[src/rtl/main_controller.sv]
// main_controller: top-level vending sequencer.
// Takes an item selection and then waits a bounded window for currency.
// When currency arrives in time, it raises a registered one-cycle dispense pulse.
// Configuration mode overrides everything and holds the controller idle.
module main_controller #(
  parameter int TIMEOUT_CYCLES = 16,
  parameter int CNT_W          = $clog2(TIMEOUT_CYCLES) + 1
) (
  input  logic clk,
  input  logic rstn,
  input  logic cfg_mode,
  input  logic selection_valid,
  input  logic currency_avail,
  output logic dispense_enable
);

  typedef enum logic [1:0] {
    ST_IDLE     = 2'b00,
    ST_SELECTED = 2'b01,
    ST_DISPENSE = 2'b10
  } state_t;

  // The window closes on the edge where the counter reaches the last value.
  // Currency sampled on that same edge is still accepted.
  localparam logic [CNT_W-1:0] LP_CNT_LAST = CNT_W'(TIMEOUT_CYCLES - 1);
  localparam logic [CNT_W-1:0] LP_CNT_ZERO = CNT_W'(0);
  localparam logic [CNT_W-1:0] LP_CNT_ONE  = CNT_W'(1);

  state_t           r_state;
  logic [CNT_W-1:0] r_cnt;
  logic             r_dispense;

  // Sequencing FSM: the state, the timeout counter and the registered dispense pulse.
  always_ff @(posedge clk or negedge rstn) begin
    if (!rstn) begin
      r_state    <= ST_IDLE;
      r_cnt      <= LP_CNT_ZERO;
      r_dispense <= 1'b0;
    end else if (cfg_mode) begin
      // Service mode drops any pending selection.
      // It also cuts off a dispense pulse that is in flight.
      r_state    <= ST_IDLE;
      r_cnt      <= LP_CNT_ZERO;
      r_dispense <= 1'b0;
    end else begin
      case (r_state)
        ST_IDLE: begin
          // Currency seen in IDLE is not stored as credit.
          if (selection_valid) begin
            r_state    <= ST_SELECTED;
            r_cnt      <= LP_CNT_ZERO;
            r_dispense <= 1'b0;
          end else begin
            r_state    <= ST_IDLE;
            r_cnt      <= LP_CNT_ZERO;
            r_dispense <= 1'b0;
          end
        end
        ST_SELECTED: begin
          if (currency_avail) begin
            // Currency takes priority over the timeout on the same edge.
            r_state    <= ST_DISPENSE;
            r_cnt      <= LP_CNT_ZERO;
            r_dispense <= 1'b1;
          end else if (selection_valid) begin
            // A reselection restarts the window.
            r_state    <= ST_SELECTED;
            r_cnt      <= LP_CNT_ZERO;
            r_dispense <= 1'b0;
          end else if (r_cnt == LP_CNT_LAST) begin
            // The window has expired, so the selection is dropped.
            r_state    <= ST_IDLE;
            r_cnt      <= LP_CNT_ZERO;
            r_dispense <= 1'b0;
          end else begin
            r_state    <= ST_SELECTED;
            r_cnt      <= r_cnt + LP_CNT_ONE;
            r_dispense <= 1'b0;
          end
        end
        ST_DISPENSE: begin
          // The pulse is a single cycle.
          // Inputs are ignored until the controller is back in IDLE.
          r_state    <= ST_IDLE;
          r_cnt      <= LP_CNT_ZERO;
          r_dispense <= 1'b0;
        end
        default: begin
          r_state    <= ST_IDLE;
          r_cnt      <= LP_CNT_ZERO;
          r_dispense <= 1'b0;
        end
      endcase
    end
  end

  assign dispense_enable = r_dispense;

endmodule

[config.mk]
export PLATFORM = sky130hd
export DESIGN_NAME = main_controller
export DESIGN_NICKNAME = d
export VERILOG_FILES = /design/src/rtl/main_controller.sv
export SDC_FILE = /design/constraint.sdc
export NUM_CORES = 1
export LEC_CHECK = 0
export ABC_CLOCK_PERIOD_IN_PS = 1100
export CORE_UTILIZATION = 25
export CTS_BUF_LIST = sky130_fd_sc_hd__clkbuf_16
export DETAILED_ROUTE_END_ITERATION = 7
export HOLD_SLACK_MARGIN = 0.03
export PLACE_DENSITY = 0.44
export SLEW_MARGIN = 25
export SYNTH_ARGS = -nofsm -noshare
export SYNTH_HDL_FRONTEND = slang
export SYNTH_SLANG_ARGS = --single-unit
[constraint.sdc]
create_clock -name clk -period 1.1 [get_ports clk]
set_input_delay 0.165 -clock clk [delete_from_list [all_inputs] [get_ports clk]]
set_output_delay 0.165 -clock clk [all_outputs]
set_load 0.02 [all_outputs]
==> out/metrics.yaml <==
synthesis:
  synth_fa_ha_area_share_pct: 3.64
  syn_area_um2: 344
  yosysMostFrequentCell: "dfrtp_1"
  netlist.area_leader.share_pct: 58.2
  syn_area_per_cell_um2: 11.5
  synthFlopType: "dfrtp_1"
  synth_xor_area_share_pct: 5.09
  async_reset_ff_share_pct: 100
  synth_top_family_by_area: "simple AND/OR/NAND/NOR gates"
  synth_largest_area_cell: "dfrtp_1"
  synth_commonest_cells: "dfrtp_1, nor2_1, nand2_1"
  yosysUniqueCellTypes: 15
  synth_warnings: 0
  synth-edff-count: 0
  synth_compound_area_share_pct: 2.91
  synthMuxAreaShare_pct: 0
  synth-seq-cells: 8
  syn_inst: 30
  yosys.area_share.simple_pct: 29.1
  synth.area.top_cells: "dfrtp_1, nor4_4, nor3_2, nor2_1, ha_1"
  synth_nets: 36
  seq_area_frac_synth_pct: 58.2
clock_network:
  cts_buffer_depth: 2
  clk_pin_slew_worst_paths_ns: 0.04
  clockRootBuffer: "clkbuf_16"
  htree_levels: 1
  worstSkewPairLatency_ns: 0.23
  postCtsHoldBufs: 0
  cts_tree: "built"
  post_cts_buffers: 0
  cts-buffers-inserted: 3
  cts.sinks: 8
placement:
  dpl.hpwl_um: 443
  dp_slack_ns: -0.212
  place.gp.congestion: 0.631
  dpl-instance-area_um2: 428
  io_buffer_count: 5
sta:
  period_minus_slack_ns: 1.05
  slew_headroom_pct: 76.0
  hold_viol: 0
  fin_crit_sh_pct: 95.1
  skew_ns: 0.00126
  rsz0062_at_grt: "no"
  holdWs_ns: 0.215
  setup_ws_ns: 0.0539
  max_freq_mhz: 956
  finalSetupViolCount: 0
  worstMarginPinSlew_ns: 0.360
  slew_viol_final: 0
route:
  wl_per_cell_um: 10.5
  totalWireLength_um: 576
  drtPass1Iterations: 2
  first_iter_violations: 1
  drtAntennaViolNets: 0
  vias: 242
  routed_via_density: 4.40
  post-route-drc-count: 0
worst_setup_path:
  crit_start: "currency_avail"
  path_class: "input pin to register"
  r2r-end: "r_cnt[3]"
  crit_end: "r_cnt[3]"
  r2r_start: "r_state[1]"
  end_kind: "register"
  arrival_ns: 1.20
  r2r_cells: 3
  critPathRequiredTime_ns: 1.25
  path_max_fanout: 4
  cp-start-kind: "input pin"
  rrSetupSlack_ns: 0.07
grt:
  grt_max_degree: 9
  grtUsageTotal_pct: 11.9
  grt_antenna_before_repair: 0
  grt_pass1_vias: 219
  grt_pass1_wl_mm: 1.04
  grt_overflow_total: 0
floorplanning:
  start_util_pct: 26.8
  chipHeight_um: 39.1
  boundaryPins: 6
  rows: 13
  die_w_um: 39.1
  dieArea_um2: 1530
  coreArea_um2: 1280
power_and_ir_drop:
  netSwitchingFraction_pct: 17.1
  p_per_area_nw_per_um2: 1860
  p_total_uw: 958
  power_frac_clock_pct: 63.0
  power.share.combinational_pct: 4.8
  p_int_uw: 794
  power_frac_seq_pct: 32.2
  max-vdd-ir-drop_mv: 0.966
  p_sw_uw: 164
  leakagePower_uw: 0.000242
finish:
  drive_gt1_share_pct: 30.0
  finalCoreUtilization_pct: 40.0
  fin_area_um2: 514
  final-seq-area_um2: 200
  n_antenna_cell: 0
  nets: 48
  area_growth_pct: 49.5
  multi_input_area_um2: 150
  nFillCells: 129
run:
  cap_violations: 0
run_status:
  status: "finished, final reports clean"
hold_path:
  hp-class: "input pin to asynchronous set/reset pin"
worst min-delay path by stage:
stage / from / end / slack, ns / cells past startpoint
2_1_floorplan: rstn / dispense_enable / -0.13 / 0
3_3_place_gp: rstn / r_cnt[2] / 0.47 / 1
3_5_place_dp: rstn / r_cnt[2] / 0.48 / 1
4_1_cts: rstn / r_cnt[2] / 0.24 / 1
5_1_grt: rstn / r_cnt[2] / 0.25 / 1
6_report: rstn / r_cnt[3] / 0.22 / 1
sequential cells by signal, summed over array words and instances, names as in the netlist:
| signal | count |
|---|---|
| r_cnt | 5 |
| r_state | 2 |
| dispense_enable | 1 |
cell families after synthesis:
group                    count (synthesis)
AND/OR/NAND/NOR                         16
flip-flops                               8
buffers and inverters                    1
adder cells (fa/ha/maj)                  1
AO/OA/AOI/OAI                            2
XOR/XNOR                                 2
power by group through the flow:
stage / Clock, µW / Sequential, µW / Combinational [µW]
floorplan: 0 / 313 / 13.3
global placement: 0 / 312 / 48.2
detailed placement: 0 / 312 / 49.0
CTS: 615 / 308 / 48.2
global route: 641 / 309 / 51.2
finish: 603 / 308 / 46.1
layout by cell type (no fill, tap or decap), drive strengths merged:
master / count
nor4: 1
nand2: 4
nor3: 4
xnor2: 1
buf: 2
nand3: 2
dfrtp: 8
a21oi: 1
nor2: 4
clkdlybuf4s50: 3
xor2: 1
clkbuf: 3
o21ai: 1
and3: 1
ha: 1
inv: 1
dlymetal6s2s: 1
dlygate4sd2: 1
area by class of cell:
type / count / area share (%)
well taps: 15 / 3.65
flip-flops and latches: 8 / 38.9
inverters: 1 / 0.730
repair buffers: 7 / 12.9
clock buffers: 3 / 14.6
multi-input cells: 21 / 29.2
worst max-delay path, cell delays in order:
cell	delay (ns)
clkdlybuf4s50_1	0.46
nor4_4	0.29
nand2_2	0.13
nor3_2	0.15
per-layer routing:
| layer | part of all wire, % | vias to the layer above | GRT usage, % | wire [µm] |
|---|---|---|---|---|
| li1 | - | 124 | - | - |
| met1 | 47 | 109 | 12.6 | 268 |
| met2 | 43 | 7 | 15.0 | 245 |
| met3 | 6.4 | 2 | 6.94 | 37 |
| met4 | 4.3 | 0 | 12.9 | 25 |
| met5 | 0 | - | 0 | 0 |
metrics by stage:
step           cells  TNS [ns]
6_report          55         0
5_1_grt           55         0
4_1_cts           55         0
3_5_place_dp      52    -0.838
3_3_place_gp      52    -0.707
2_1_floorplan     30         0
what timing repair did:
item	4_1_cts	5_1_grt
gates resized for setup	1	5
endpoints found under the setup margin	1	3
pin swaps	0	1
(Power assumes the default switching activity.)
